==> src/rtl/dma_cmd_scheduler.sv <==
// Round-robin arbiter sharing one AHB master command port among NREQ requesters.
// Gates each burst on FIFO space and supervises it with a completion timeout.
module dma_cmd_scheduler #(
   parameter int NREQ       = 4,
   parameter int FIFO_DEPTH = 32,
   parameter int TIMEOUT    = 1024
) (
   input  logic                 HCLK,
   input  logic                 HRESET,
   input  logic [NREQ-1:0]      i_req_valid,
   input  logic [NREQ*32-1:0]   i_req_addr,
   input  logic [NREQ*6-1:0]    i_req_len,
   output logic [NREQ-1:0]      o_grant,
   output logic [NREQ-1:0]      o_done,
   output logic                 o_err,
   output logic                 NewCommandOn,
   output logic [5:0]           o_RCC_BUFFER_LENGTH,
   output logic [15:0]          o_RCC_DMA_ADDR_HIGH,
   output logic [15:0]          o_RCC_DMA_ADDR_LOW,
   input  logic                 Master_Done,
   input  logic [5:0]           i_FIFO_data_count
);

   localparam int IDX_W = $clog2(NREQ);
   localparam int TMR_W = $clog2(TIMEOUT + 1);

   localparam logic [2:0] ST_IDLE  = 3'd0;
   localparam logic [2:0] ST_CHECK = 3'd1;
   localparam logic [2:0] ST_ISSUE = 3'd2;
   localparam logic [2:0] ST_BUSY  = 3'd3;
   localparam logic [2:0] ST_DONE  = 3'd4;

   logic [2:0]       state_reg;
   logic [IDX_W-1:0] rr_ptr_reg;
   logic [IDX_W-1:0] owner_reg;
   logic [31:0]      addr_reg;
   logic [5:0]       len_reg;
   logic [TMR_W-1:0] timer_reg;
   logic [NREQ-1:0]  grant_reg;
   logic [NREQ-1:0]  done_reg;
   logic             err_reg;
   logic             cmd_strobe_reg;
   logic [5:0]       buf_len_reg;
   logic [15:0]      addr_hi_reg;
   logic [15:0]      addr_lo_reg;

   logic [31:0]      req_addr  [NREQ];
   logic [5:0]       req_len   [NREQ];
   logic [IDX_W-1:0] cand_idx  [NREQ];
   logic [NREQ-1:0]  cand_hit;
   logic             pick_found;
   logic [IDX_W-1:0] pick_idx;
   logic [6:0]       space;

   // cand_idx[gi] is the requester gi+1 places after the last owner
   genvar gi;
   generate
      for (gi = 0; gi < NREQ; gi++) begin : g_req
         assign req_addr[gi] = i_req_addr[32*gi +: 32];
         assign req_len[gi]  = i_req_len[6*gi +: 6];
         assign cand_idx[gi] = IDX_W'((32'(rr_ptr_reg) + gi + 1) % NREQ);
         assign cand_hit[gi] = i_req_valid[cand_idx[gi]];
      end
   endgenerate

   always_comb begin
      pick_found = 1'b0;
      pick_idx   = '0;
      for (int i = NREQ - 1; i >= 0; i--) begin
         if (cand_hit[i]) begin
            pick_found = 1'b1;
            pick_idx   = cand_idx[i];
         end
      end
   end

   // An over-full FIFO report reads as no room at all
   always_comb begin
      if ({1'b0, i_FIFO_data_count} > 7'(FIFO_DEPTH)) begin
         space = '0;
      end else begin
         space = 7'(FIFO_DEPTH) - {1'b0, i_FIFO_data_count};
      end
   end

   always_ff @(posedge HCLK or posedge HRESET) begin
      if (HRESET) begin
         state_reg      <= ST_IDLE;
         rr_ptr_reg     <= IDX_W'(NREQ - 1);
         owner_reg      <= '0;
         addr_reg       <= '0;
         len_reg        <= '0;
         timer_reg      <= '0;
         grant_reg      <= '0;
         done_reg       <= '0;
         err_reg        <= 1'b0;
         cmd_strobe_reg <= 1'b0;
         buf_len_reg    <= '0;
         addr_hi_reg    <= '0;
         addr_lo_reg    <= '0;
      end else begin
         cmd_strobe_reg <= 1'b0;
         done_reg       <= '0;
         err_reg        <= 1'b0;
         case (state_reg)
            ST_IDLE: begin
               if (pick_found) begin
                  owner_reg <= pick_idx;
                  addr_reg  <= req_addr[pick_idx];
                  len_reg   <= req_len[pick_idx];
                  grant_reg <= NREQ'(1) << pick_idx;
                  state_reg <= ST_CHECK;
               end
            end
            ST_CHECK: begin
               if (len_reg == 6'd0 || addr_reg[1:0] != 2'b00) begin
                  done_reg  <= grant_reg;
                  err_reg   <= 1'b1;
                  state_reg <= ST_DONE;
               end else if (space >= {1'b0, len_reg}) begin
                  cmd_strobe_reg <= 1'b1;
                  buf_len_reg    <= len_reg;
                  addr_hi_reg    <= addr_reg[31:16];
                  addr_lo_reg    <= addr_reg[15:0];
                  timer_reg      <= '0;
                  state_reg      <= ST_ISSUE;
               end
            end
            ST_ISSUE: begin
               // timer_reg tracks cycles elapsed since the strobe
               timer_reg <= timer_reg + 1'b1;
               state_reg <= ST_BUSY;
            end
            ST_BUSY: begin
               timer_reg <= timer_reg + 1'b1;
               if (Master_Done) begin
                  done_reg  <= grant_reg;
                  state_reg <= ST_DONE;
               end else if (timer_reg == TMR_W'(TIMEOUT - 1)) begin
                  done_reg  <= grant_reg;
                  err_reg   <= 1'b1;
                  state_reg <= ST_DONE;
               end
            end
            ST_DONE: begin
               rr_ptr_reg <= owner_reg;
               grant_reg  <= '0;
               state_reg  <= ST_IDLE;
            end
            default: state_reg <= ST_IDLE;
         endcase
      end
   end

   assign o_grant             = grant_reg;
   assign o_done              = done_reg;
   assign o_err               = err_reg;
   assign NewCommandOn        = cmd_strobe_reg;
   assign o_RCC_BUFFER_LENGTH = buf_len_reg;
   assign o_RCC_DMA_ADDR_HIGH = addr_hi_reg;
   assign o_RCC_DMA_ADDR_LOW  = addr_lo_reg;

endmodule

==> config.mk <==
export PLATFORM = sky130hd
export DESIGN_NAME = dma_cmd_scheduler
export DESIGN_NICKNAME = d
export VERILOG_FILES = /design/src/rtl/dma_cmd_scheduler.sv
export SDC_FILE = /design/constraint.sdc
export NUM_CORES = 1
export LEC_CHECK = 0
export ABC_CLOCK_PERIOD_IN_PS = 3400
export BUFFER_PORTS_ARGS = -buffer_cell sky130_fd_sc_hd__buf_2
export CAP_MARGIN = 10
export CORE_UTILIZATION = 40
export DETAILED_ROUTE_END_ITERATION = 10
export PLACE_DENSITY = 0.76
export SLEW_MARGIN = 20
export SYNTH_ARGS = -nofsm -noshare
export SYNTH_HDL_FRONTEND = slang
export SYNTH_SLANG_ARGS = --single-unit
==> constraint.sdc <==
create_clock -name HCLK -period 3.4 [get_ports HCLK]
set_clock_uncertainty 0.05 [all_clocks]
set_input_delay 0.85 -clock HCLK [delete_from_list [all_inputs] [get_ports HCLK]]
set_output_delay 0.85 -clock HCLK [all_outputs]
set_load 0.005 [all_outputs]
; ---- Word level (Yosys, flattened, before mapping)
; Cells that the tools add are included.
[classes]
addsub = 8
order_cmp = 7
n_eq_ne = 10
shift = 1
mux = 45
n_bitwise = 2
reduce_logical = 12
[ops]
columns = operator, n
row1 = binary-select mux 32 bit (select 2 bit), 1
row2 = two-way mux 32 bit, 2
row3 = two-way mux 11 bit, 2
row4 = one-hot mux 11 bit (2 select lines), 1
row5 = two-way mux 4 bit, 4
row6 = one-hot mux 4 bit (2 select lines), 2
row7 = two-way mux 3 bit, 5
row8 = two-way mux 1 bit, 14
row9 = binary-select mux 6 bit (select 2 bit), 1
row10 = less-than comparator 2 x 3 -> 1 bit (second input constant), 4
row11 = two-way mux 6 bit, 2
row12 = one-hot mux 3 bit (4 select lines), 1
row13 = adder 11 x 1 -> 11 bit (second input constant), 1
row14 = == test 11 x 10 -> 1 bit (second input constant), 1
row15 = AND reduction 3 bit, 3
row16 = adder 2 x 1 -> 2 bit (second input constant), 4
row17 = binary-select mux 1 bit (select 2 bit), 4
row18 = two-way mux 2 bit, 4
row19 = greater-or-equal comparator 7 x 6 -> 1 bit, 1
row20 = two-way mux 7 bit, 1
row21 = subtractor 6 x 6 -> 7 bit (first input constant), 1
row22 = == test 3 x 2 -> 1 bit (second input constant), 2
row23 = > comparator 6 bit (second input constant), 1
row24 = zero test 6 bit, 1
row25 = 15 further kinds, 22
[totals]
reg_bits = 104
inputBits = 165
output_inout_bits = 48
elab_cells = 98

; ---- Depth between registers and ports, before layout
; Gate-level depths: netlist of run 1.
[depth]
word_depth = 12
depth_mapped = 13
mapped_depth_nobuf = 12

; ---- Worst setup path after synthesis of run 1
; OpenSTA, ideal clock, no wires.
[synth_path]
kind = input port to flip-flop
from = in i_FIFO_data_count[0]
to = reg addr_lo_reg[10] (netlist: o_RCC_DMA_ADDR_LOW[10])
setup_ps = 125
arrival_ps = 2775
required_time_ps = 3225
setup_slack_ps = 450
path_stages = 13
path_buffers = 2
path_cell_list = inv_1 ha_1 nand2_1 xnor2_1 a21oi_1 ha_1 a21o_1 a21oi_1 o211a_1 or2_1 buf_6 buf_6 mux2_4
[synth_via]
elab_chain_cells = 4
elab_cells_between_ends = 5
classes_between = add/sub: 1 / order compare: 2 / mux: 1 / reduce/logical: 1
[synth_rtl]
columns = item, line_no
row1 = start: declaration, 21  ; input logic [5:0] i_FIFO_data_count
row2 = subtractor 6 x 6 -> 7 bit or > comparator 6 bit (tied branches), "82, 79"
row3 = two-way mux 7 bit (*), 79  ; if ({1'b0, i_FIFO_data_count} > 7'(FIFO_DEPTH)) begin
row4 = greater-or-equal comparator 7 x 6 -> 1 bit (*), 120  ; end else if (space >= {1'b0, len_reg}) begin
row5 = AND reduction 3 bit (no source line) (*), --
row6 = end signal: assignment, 124  ; addr_lo_reg <= addr_reg[15:0];
row7 = end: declaration, 45  ; logic [15:0] addr_lo_reg;
; Every way passes the cells marked *; elsewhere a longest branch is shown, timed or not.
; A chain may end at the register's enable or synchronous reset.

; ---- Worst setup path in the final report of run 1
[layout_path]
from = in i_FIFO_data_count[1]
to = reg addr_hi_reg[12] (netlist: o_RCC_DMA_ADDR_HIGH[12])
[layout_via]
elab_chain_cells = 4
elab_cells_between_ends = 5
classes_between = add/sub: 1 / order compare: 2 / mux: 1 / reduce/logical: 1
[layout_rtl]
columns = item, line_no
row1 = subtractor 6 x 6 -> 7 bit or > comparator 6 bit (tied branches), "82, 79"
row2 = two-way mux 7 bit (*), 79
row3 = greater-or-equal comparator 7 x 6 -> 1 bit (*), 120
row4 = AND reduction 3 bit (no source line) (*), --
row5 = end signal: assignment, 123  ; addr_hi_reg <= addr_reg[31:16];
row6 = end: declaration, 44  ; logic [15:0] addr_hi_reg;
; Marks and branches as above.

==> results.md, run 1 <==
* TritonCTS Buffers at 9
* Final count of hold timing violations at 0
* Post-route DRC violation count at 0
* Overall overflow remaining after global route at 0
* PostCTS Resize Cnt at 0
* Number of antenna violations at the first check in global routing at 0
* Max stage delay cell, worst path: sky130_fd_sc_hd__mux2_2
* Detailed Route Iter0 Violations at roughly 180
* Share of final-layout standard cells stronger than drive strength 1 at 0.412
* Worst-case clock buffer depth at 2
* Number of flip-flops in the largest register at 32
* Instance area after placement at roughly 6700 µm²
* Number of H-tree levels at 3
* Placer congestion estimate at 0.834
* Synthesized-area fraction occupied by adder cells at 0.0187
* Simple-gate share of the synthesized area at 0.113
* Final period util at 0.873
* Hold buffer count at CTS at 0
* Worst rel slew slack at 0.573
* RSZ-0062 raised after global routing: false
* P&R area growth vs syn at 29.2%
* First-pass GRT wire length at 23100 µm
* Mapped Area at 5360 µm²
* Worst hold path class: flip-flop to flip-flop
* Required time of the critical path at about 3.6 ns
* Clock latency on the worst-skew pair at 0.34 ns
* Most frequent standard cell in the layout excluding fill and tap cells: sky130_fd_sc_hd__buf_2
* Total buffers and inverters traversed by the critical path at 2
* Sequential-to-total area share from yosys stat at 0.486
* Total setup buffers inserted after CTS at 0
* Timing-limited maximum frequency at 337 MHz
* Number of nets produced by synthesis at 653
* Routed wire per std cell at 16.3 µm
* Pins over their slew limit at 0
* Post-layout min period at 2.97 ns
* Die Y at 118 µm
* CTS Root Buffer Type: sky130_fd_sc_hd__clkbuf_16
* Share of flip-flops with an asynchronous set or reset at 1.00
* Starting density of the core at 0.418
* Final-stage net count at 858
* Run status: finished, final reports clean
* Rows at 41
* Total detailed-routing wirelength at 14000 µm
* Dpl hpwl at approximately 11000 µm
* Leading cell types in the layout, fill and taps excluded: sky130_fd_sc_hd__buf_2 (212), sky130_fd_sc_hd__dfrtp_1 (102), sky130_fd_sc_hd__mux2i_1 (72)
* Design area at 6930 µm²
* Synthesis Warnings at 0
* Final setup violation count at 0
* Port-buffer cells at 212
* Layout Cells excl Fill at 862
* Post-synthesis compound-gate area fraction at 0.123
* Router iterations before antenna repair at 5
* Post-route worst hold slack at 0.423 ns
* Tightest Pin Transition at approximately 0.64 ns
* CP top delay family: compound AO/OA/AOI/OAI gates
* Vias after detailed routing at 4581
* Largest net degree at the start of global routing at about 110
* Critical Path, Cell by Cell: buf_2, nor3_1, nand2_1, a21boi_0, ha_1, a211oi_1, o211a_1, or2_2, buf_12, mux2_2
* Clock tree from TritonCTS: yes
* Post-synthesis cell count at 480
* Largest fanout on the critical path at 20
* Max Cap Violations at 0
* Die area at 13900 µm²
* Sort of element at the end of the critical path: flip-flop
* Main combinational cell family by area after synthesis: multiplexers
* Startpoint kind of the worst setup timing path: input pin
* Inserted Diodes at 0
* Slowest cell delay on critical path at 0.35 ns
* Lkg Pwr at about 3.6 nW
* Ys flop type: sky130_fd_sc_hd__dfrtp_1
* Power per unit of standard cell area at 814 nW/µm²
* Clock-pin slew of the registers on the worst-case setup and hold paths at 0.07 ns
* Crit path kind: input pin to flip-flop
* Global-route usage over all layers at 0.210
* Number of global-route vias before repair at 4759
* Multiplexer share of the synthesized area at 0.214
* Average cell area after synthesis at ~11 µm²
* Aggregate negative setup slack at 0 ns
* Vias per Instance at 5.31
* Clock Sink Count at 104
* XOR/XNOR Fraction of Synth Area at 0.00817
* Horizontal die dimension at 118 µm
* # IOs at 213
* Number of synthesized flops with an enable pin at 0
* Maximum vdd ir drop at approximately 0.30 mV
* FF+latch count, synth at roughly 100
* Placed cells at 846
* Core Box Area at between 10000 and 15000 µm²
* ANT nets after route at 0
* Distinct cells, synth at 51
* Data arrival time of the worst path at 3.14 ns
where the power goes:
group | total [mW] | internal (mW) | switching [mW] | leakage, nW
registers | 2.20 | 1.81 | 0.391 | 1.31
logic | 2.48 | 1.20 | 1.28 | 2.20
clock network | 0.956 | 0.499 | 0.457 | 0.125
logic make-up after synthesis:
kind of cell             Yosys count
flip-flops                       104
AND/OR/NAND/NOR                  126
buffers and inverters             42
XOR/XNOR                           5
adder cells (fa/ha/maj)            8
AO/OA/AOI/OAI                     89
multiplexers                     106
cells in the mapped netlist, types with 10 or more instances:
cell | count | area share
sky130_fd_sc_hd__nor2_1 | 17 | 0.012
sky130_fd_sc_hd__nand2_1 | 56 | 0.039
sky130_fd_sc_hd__o21ai_0 | 23 | 0.021
sky130_fd_sc_hd__inv_1 | 12 | 0.0084
sky130_fd_sc_hd__mux2_2 | 22 | 0.046
sky130_fd_sc_hd__o221ai_1 | 36 | 0.059
sky130_fd_sc_hd__clkbuf_1 | 10 | 0.0070
sky130_fd_sc_hd__mux2i_1 | 72 | 0.13
sky130_fd_sc_hd__mux2_4 | 12 | 0.034
sky130_fd_sc_hd__nand3_1 | 10 | 0.0093
sky130_fd_sc_hd__dfrtp_1 | 102 | 0.48
sky130_fd_sc_hd__buf_2 | 10 | 0.0093
worst paths after layout:
kind                                 startpoint                      end  slack [ns]  cells past startpoint
hold / removal                    rr_ptr_reg[0]            rr_ptr_reg[0]        0.42                      2
min in group asynchronous                HRESET             addr_reg[24]        0.62                      3
setup reg to reg                     len_reg[2]  o_RCC_DMA_ADDR_HIGH[15]        1.10                      7
max in group asynchronous                HRESET             addr_reg[19]        2.27                      3
setup / recovery           i_FIFO_data_count[1]  o_RCC_DMA_ADDR_HIGH[12]        0.43                     10
hold reg to reg                   rr_ptr_reg[0]            rr_ptr_reg[0]        0.42                      2
metal layers:
| metal | vias to the layer above | track usage | share of wire |
|---|---|---|---|
| li1 | 2171 | - | - |
| met1 | 2179 | 0.249 | 0.41 |
| met2 | 200 | 0.363 | 0.51 |
| met3 | 31 | 0.0417 | 0.055 |
| met4 | 0 | 0.0994 | 0.029 |
| met5 | - | 0 | 0 |
final cells by class:
| type | count | area (µm²) |
|---|---|---|
| inverters | 13 | 52.6 |
| clock buffers | 10 | 229 |
| flip-flops and latches | 104 | 2610 |
| well taps | 172 | 215 |
| repair buffers | 223 | 1210 |
| multi-input cells | 334 | 2570 |
| fillers | 1133 | 5900 |
| clock inverters | 6 | 45.0 |
stage by stage:
step	util	setup slack, ns	power, mW
floorplan	-	0.450	3.80
global placement	0.519	0.219	4.59
detailed placement	0.519	0.0950	4.72
CTS	0.540	0.450	5.70
global route	0.540	0.324	6.04
finish	0.540	0.433	5.64
worst reg2reg max path, delay by kind of cell (launching register included):
kind,cells,cell delay [ns]
DFF,1,0.40
muxes,1,0.35
buffers and inverters,2,0.31
adders and majority gates,1,0.32
and+or+nand+nor,1,0.38
AOI/OAI and AO/OA,2,0.37
Note: power is estimated with default switching activity, not from simulation.
==> run 2: changes to the inputs <==
--- a/config.mk
+++ b/config.mk
@@ -7,3 +7,3 @@
 export LEC_CHECK = 0
-export ABC_CLOCK_PERIOD_IN_PS = 3400
+export ABC_CLOCK_PERIOD_IN_PS = 3260
 export BUFFER_PORTS_ARGS = -buffer_cell sky130_fd_sc_hd__buf_2
@@ -12,3 +12,3 @@
 export DETAILED_ROUTE_END_ITERATION = 10
-export PLACE_DENSITY = 0.76
+export PLACE_DENSITY = 0.73
 export SLEW_MARGIN = 20
==> constraint.sdc (replaced) <==
create_clock -name HCLK -period 3.26 [get_ports HCLK]
set_clock_uncertainty 0.05 [all_clocks]
set_input_delay 0.815 -clock HCLK [delete_from_list [all_inputs] [get_ports HCLK]]
set_output_delay 0.815 -clock HCLK [all_outputs]
set_load 0.01 [all_outputs]
==> run 2 against run 1 <==
Count of clock-buffer cells in the layout unchanged. Critical path depth up 3. Wire length down 1.9%. Critical path type unchanged. Combinational power up 8%. Critical endpoint is now o_RCC_DMA_ADDR_LOW[3]. Core utilization up 0.36 points. First-iteration DRC count down 15%.
==> results.md, run 2 (synthesized netlist as in run 1, its figures left out) <==
* Run status: finished, final reports clean
* Tightest Pin Transition at 0.671 ns (+0.0352 ns)
* Final-stage net count at 862 (+0.47%)
* Vias per Instance at 5.22 (-1.7%)
* Largest net degree at the start of global routing at 105 (unchanged)
* Overall power consumption at 6.08 mW (+7.7%)
* Inserted Diodes at 0 (unchanged)
* Startpoint kind of the worst setup timing path: input pin
* Detailed Route Iter0 Violations at 153 (-15%)
* Crit path kind: input pin to flip-flop
* Post-route DRC violation count at 0 (unchanged)
* Number of flip-flops in the largest register at 32 (unchanged)
* Lkg Pwr at 3.67 nW (+0.93%)
* Number of antenna violations at the first check in global routing at 0 (unchanged)
* Worst Hold End: rr_ptr_reg[0]
* Final design utilization at 0.544 (+0.00361)
* Worst hold path class: flip-flop to flip-flop
* Core Box Area at 12800 µm² (unchanged)
* P&R area growth vs syn at 30.1%
* Clock latency on the worst-skew pair at 0.34 ns (about the same)
* Data arrival time of the worst path at 3.20 ns (+0.06 ns)
* Worst rel slew slack at 0.549 (-0.0237)
* PostCTS Resize Cnt at 0 (unchanged)
* Largest fanout on the critical path at 12 (-40%)
* Starting density of the core at 0.418 (unchanged)
* Number of H-tree levels at 3 (unchanged)
* Global-route usage over all layers at 0.204 (-0.00561)
* Total detailed-routing wirelength at 13800 µm (-1.9%)
* Vias after detailed routing at 4519 (-1.4%)
* Maximum vdd ir drop at 0.415 mV (+37%)
* Clock tree from TritonCTS: yes
* Post-layout min period at between 3 and 4 ns
* ANT nets after route at 0 (unchanged)
* TritonCTS Buffers at 9 (unchanged)
* Worst hold start: owner_reg[0]
* # IOs at 213 (unchanged)
* Fillcell total at 1155 (+1.9%)
* Hold buffer count at CTS at 0 (unchanged)
* Required time of the critical path at 3.44 ns (-0.13 ns)
* Instance count along the most critical hold path at 2 (unchanged)
* Overall overflow remaining after global route at 0 (unchanged)
* Timing-limited maximum frequency at 331 MHz
* Clock-pin slew of the registers on the worst-case setup and hold paths at 0.07 ns (about the same)
* Sort of element at the end of the critical path: flip-flop
* Die Y at 118 µm (unchanged)
* RSZ-0062 raised after global routing: false
* Clock Sink Count at 104 (unchanged)
* Leading cell types in the layout, fill and taps excluded: sky130_fd_sc_hd__buf_2 (212), sky130_fd_sc_hd__dfrtp_1 (102), sky130_fd_sc_hd__mux2i_1 (72)
* Final count of hold timing violations at 0 (unchanged)
* Routed wire per std cell at 15.9 µm (-2.2%)
* Horizontal die dimension at 118 µm (unchanged)
* Port-buffer cells at 212 (unchanged)
* Worst slack at placement at -0.0959 ns (-0.191 ns)
* Least setup slack across all paths after layout at 0.241 ns (-0.191 ns)
* Source of the worst register-to-register timing path: len_reg[0]
* Most frequent standard cell in the layout excluding fill and tap cells: sky130_fd_sc_hd__buf_2
* Power per unit of standard cell area at 871 nW/µm² (+7.0%)
* Max Cap Violations at 0 (unchanged)
* Final setup violation count at 0 (unchanged)
* R2R Path End: o_RCC_DMA_ADDR_LOW[3]
* Post-route worst hold slack at 0.429 ns (+0.00662 ns)
* Pins over their slew limit at 0 (unchanged)
* Count of cells along the worst register-to-register path at 6 (-1)
* Worst-case clock buffer depth at 2 (unchanged)
* Total setup buffers inserted after CTS at 0 (unchanged)
* Final period util at 0.926
* Number of global-route vias before repair at 4656 (-2.2%)
* Aggregate negative setup slack at 0 ns (unchanged)
* Share of final-layout standard cells stronger than drive strength 1 at 0.416 (+0.00399)
* Die area at 13900 µm² (unchanged)
* First-pass GRT wire length at 22600 µm (-1.9%)
* Reg2Reg Setup Slack at 0.88 ns (-0.22 ns)
* Rows at 41 (unchanged)
* Dpl hpwl at 10500 µm (-0.60%)
* CTS Root Buffer Type: sky130_fd_sc_hd__clkbuf_16
* Placer congestion estimate at 0.820 (-1.7%)
* Router iterations before antenna repair at 4 (-1)
-- run 2: cell count changes in the layout (fill, tap and decap cells not counted), sizes merged --
cell      change
clkinv        -2
clkinvlp      -2
buf           +4
inv           +2
bufinv        +1
-- run 2: metrics by stage --
| stage | instances | instance area, µm² |
|---|---|---|
| finish | 865 | 6970 |
| global route | 865 | 6970 |
| CTS | 865 | 6970 |
| detailed placement | 850 | 6670 |
| global placement | 850 | 6670 |
| floorplan | 480 | 5370 |
-- run 2: power by group --
part           leakage, nW  switching, mW  total, mW  internal, mW
combinational         2.21           1.42       2.67          1.26
sequential            1.31          0.409       2.30          1.89
clock                0.146          0.481       1.10         0.621
total                 3.67           2.31       6.08          3.77
-- run 2: layer usage --
metal / GRT usage / part of all wire / wire length, µm / vias to the layer above
li1: - / - / - / 2171
met1: 0.247 / 0.42 / 5790 / 2152
met2: 0.356 / 0.51 / 7040 / 178
met3: 0.0426 / 0.054 / 748 / 18
met4: 0.0737 / 0.015 / 201 / 0
met5: 0 / 0 / 0 / -
-- run 2: final cells by class --
| type | count | area [µm²] | share of cell area |
|---|---|---|---|
| Clock buffer | 10 | 239 | 0.0343 |
| Clock inverter | 5 | 63.8 | 0.00915 |
| Inverter | 13 | 52.6 | 0.00753 |
| Multi-Input combinational cell | 334 | 2570 | 0.369 |
| Sequential cell | 104 | 2610 | 0.374 |
| Tap cell | 172 | 215 | 0.0309 |
| Timing Repair Buffer | 227 | 1220 | 0.175 |
-- run 2: worst max-delay path, stage by stage --
cell	delay (ns)
sky130_fd_sc_hd__buf_2	0.12
sky130_fd_sc_hd__inv_1	0.08
sky130_fd_sc_hd__ha_1	0.21
sky130_fd_sc_hd__nand2_1	0.09
sky130_fd_sc_hd__xnor2_1	0.13
sky130_fd_sc_hd__a21oi_1	0.13
sky130_fd_sc_hd__ha_1	0.28
sky130_fd_sc_hd__a21o_1	0.17
sky130_fd_sc_hd__a21oi_1	0.13
sky130_fd_sc_hd__o211a_1	0.17
sky130_fd_sc_hd__or2_2	0.31
sky130_fd_sc_hd__buf_4	0.24
sky130_fd_sc_hd__mux2_4	0.31
-- run 2: worst max-delay path by stage --
stage | slack [ns] | startpoint | cells past startpoint | to
CTS | 0.27 | i_FIFO_data_count[0] | 13 | o_RCC_DMA_ADDR_LOW[3]
finish | 0.24 | i_FIFO_data_count[0] | 13 | o_RCC_DMA_ADDR_LOW[3]
floorplan | 0.34 | i_FIFO_data_count[0] | 13 | o_RCC_DMA_ADDR_LOW[10]
detailed placement | -0.1 | i_FIFO_data_count[0] | 13 | o_RCC_DMA_ADDR_LOW[3]
global route | 0.08 | i_FIFO_data_count[3] | 12 | o_RCC_DMA_ADDR_LOW[3]
global placement | 0.03 | i_FIFO_data_count[0] | 13 | o_RCC_DMA_ADDR_LOW[5]
==> run 3: changes to the inputs <==
BUFFER_PORTS_ARGS = not set   (was -buffer_cell sky130_fd_sc_hd__buf_2)
DONT_BUFFER_PORTS = 1   (was not set)
GPL_TIMING_DRIVEN = 0   (was not set)
PLACE_DENSITY = 0.59   (was 0.73)
==> run 3 against run 2 <==
Clock power barely moved. Global-route usage decreased by 0.059 points. Total power fell by 6.1%. Sequential share of layout area is 6.5 points higher. Worst setup slack improved by 0.12 ns. Register-to-register slack got worse by 0.04 ns. Sequential power rose by 7%. Hold slack worse by 0.13 ns. Flip-flop and latch count is the same. Via count decreased by 15%. Non-clock buffer count fell by 195. Critical path depth unchanged. Critical endpoint is now timer_reg[7]. Largest power group is now sequential cells.
==> results.md, run 3 (synthesized netlist as in run 1, its figures left out) <==
* Final design utilization at 0.463 (-0.0809)
* Timing-limited maximum frequency at 345 MHz (+4.2%)
* Tightest Pin Transition at 0.560 ns (-0.111 ns)
* CTS Root Buffer Type: sky130_fd_sc_hd__clkbuf_16
* Global-route usage over all layers at 0.203 (-0.000594)
* Required time of the critical path at 3.43 ns (about the same)
* Horizontal die dimension at 118 µm (unchanged)
* Design area at 5940 µm² (-15%)
* RSZ-0062 raised after global routing: false
* R2R Path End: timer_reg[7]
* Number of H-tree levels at 3 (unchanged)
* Vias per Instance at 5.70 (+9.2%)
* Largest net degree at the start of global routing at 35 (-67%)
* Power per unit of standard cell area at 961 nW/µm² (+10%)
* Total setup buffers inserted after CTS at 0 (unchanged)
* Worst hold path class: input pin to asynchronous set/reset pin
* Pins over their slew limit at 0 (unchanged)
* Final setup violation count at 0 (unchanged)
* Core Box Area at 12800 µm² (unchanged)
* Post-layout min period at 2.90 ns (-0.122 ns)
* Share of final-layout standard cells stronger than drive strength 1 at 0.148 (-0.267)
* Routed wire per std cell at 20.1 µm (+26%)
* Clock tree from TritonCTS: yes
* Max Cap Violations at 0 (unchanged)
* Clock latency on the worst-skew pair at 0.35 ns (about the same)
* Switching power of the nets at 2.22 mW (-3.9%)
* Cell internal power dissipation at 3.48 mW (-7.5%)
* Crit path kind: input pin to flip-flop
* Most frequent standard cell in the layout excluding fill and tap cells: sky130_fd_sc_hd__dfrtp_1
* Largest fanout on the critical path at 10 (-2)
* Detailed Route Iter0 Violations at 165 (+7.8%)
* Lkg Pwr at 2.80 nW (-24%)
* Maximum vdd ir drop at 0.412 mV (-0.81%)
* Max stage delay cell, worst path: sky130_fd_sc_hd__o311ai_0
* Worst rel slew slack at 0.623 (+0.0745)
* Switching portion of total power at 0.389 (+0.00909)
* Overall power consumption at 5.70 mW (-6.1%)
* PostCTS Resize Cnt at 0 (unchanged)
* Clock-pin slew of the registers on the worst-case setup and hold paths at 0.07 ns (about the same)
* Worst-case clock buffer depth at 2 (unchanged)
* Leading cell types in the layout, fill and taps excluded: sky130_fd_sc_hd__dfrtp_1 (102), sky130_fd_sc_hd__mux2i_1 (72), sky130_fd_sc_hd__nand2_1 (56)
* Relative contribution of combinational cells to total power at 0.382 (-0.058)
* Slowest cell delay on critical path at 0.38 ns (+0.07 ns)
* Die area at 13900 µm² (unchanged)
* # IOs at 213 (unchanged)
* Number of flip-flops in the largest register at 32 (unchanged)
* Critical Path, Cell by Cell: inv_1, ha_1, nand2_1, xnor2_1, a21oi_1, ha_1, a21o_1, a21oi_1, o211a_1, or2_1, buf_6, inv_2, o311ai_0
* Data arrival time of the worst path at 3.07 ns (-0.13 ns)
* Final period util at 0.889 (-0.0373)
* Overall overflow remaining after global route at 0 (unchanged)
* Hold buffer count at CTS at 0 (unchanged)
* First-pass GRT wire length at 21600 µm (-4.3%)
* Startpoint kind of the worst setup timing path: input pin
* Number of antenna violations at the first check in global routing at 0 (unchanged)
* Reg2Reg Setup Slack at 0.84 ns (-0.04 ns)
* P&R area growth vs syn at 10.7%
* TritonCTS Buffers at 9 (unchanged)
* Clock network fraction of design power at 0.189 (+0.008)
* Total detailed-routing wirelength at 13500 µm (-2.0%)
* Router iterations before antenna repair at 4 (unchanged)
* Placer congestion estimate at 0.798 (-2.7%)
* Inserted Diodes at 0 (unchanged)
* Final-stage net count at 667 (-23%)
* Source of the worst register-to-register timing path: len_reg[0]
* Vias after detailed routing at 3827 (-15%)
* Sort of element at the end of the critical path: flip-flop
* Origin of the worst setup path: i_FIFO_data_count[0]
* Clock Sink Count at 104 (unchanged)
* Least setup slack across all paths after layout at 0.363 ns (+0.122 ns)
* Final count of hold timing violations at 0 (unchanged)
* Post-route DRC violation count at 0 (unchanged)
* Worst slack at placement at -0.0560 ns (+0.0398 ns)
* Part of the total power dissipated in sequential elements at 0.429 (+0.051)
* Count of cells along the worst register-to-register path at 8 (+2)
* Rows at 41 (unchanged)
* ANT nets after route at 0 (unchanged)
* Dpl hpwl at 10400 µm (-1.7%)
* Starting density of the core at 0.418 (unchanged)
* Number of global-route vias before repair at 4037 (-13%)
* Port-buffer cells at 0 (-100%)
* Run status: finished, final reports clean
* Die Y at 118 µm (unchanged)
* Instance area after placement at 5650 µm² (-15%)
## run 3: power groups by stage
stage,registers (mW),clock network [mW],logic [mW]
floorplan,2.32,0,1.75
global placement,2.46,0,2.14
detailed placement,2.47,0,2.21
CTS,2.46,1.11,2.22
global route,2.54,1.16,2.45
finish,2.45,1.08,2.18
## run 3: layer usage
layer | up-vias | GRT usage | routed length (µm)
met3 | 13 | 0.0707 | 1040
met2 | 131 | 0.342 | 6940
met4 | 0 | 0.0681 | 205
met5 | - | 0 | 0
met1 | 1890 | 0.241 | 5320
li1 | 1793 | - | -
## run 3: worst max-delay path by stage
stage | cells past startpoint | end | slack, ns
6_report | 13 | timer_reg[7] | 0.36
5_1_grt | 10 | timer_reg[7] | 0.15
4_1_cts | 10 | timer_reg[7] | 0.35
3_5_place_dp | 10 | timer_reg[7] | -0.06
3_3_place_gp | 13 | o_RCC_DMA_ADDR_LOW[9] | 0.08
2_1_floorplan | 13 | o_RCC_DMA_ADDR_LOW[10] | 0.34
## run 3: cell type report
| type | instances | area, µm² |
|---|---|---|
| buffer | 29 | 148 |
| clock buffer | 11 | 233 |
| clock inverter | 5 | 56.3 |
| fill | 1205 | 6890 |
| inverter | 13 | 52.6 |
| multi-input combinational | 334 | 2560 |
| sequential | 104 | 2610 |
| tap | 172 | 215 |
| timing repair buffer | 3 | 67.6 |
## run 3: critical path, delay by kind of cell
kind                     cells  cell delay, ns
AND/OR/NAND/NOR              2            0.26
XOR/XNOR                     1            0.13
adder cells (fa/ha/maj)      2            0.46
buffers and inverters        3            0.38
AO/OA/AOI/OAI                5            1.02
## run 3: through the flow
stage	hold WS (ns)	setup TNS [ns]	cells
finish	0.300	0	671
global route	0.315	0	671
CTS	0.299	0	671
detailed placement	0.411	-0.0569	655
global placement	0.412	0	652
floorplan	0.390	0	480
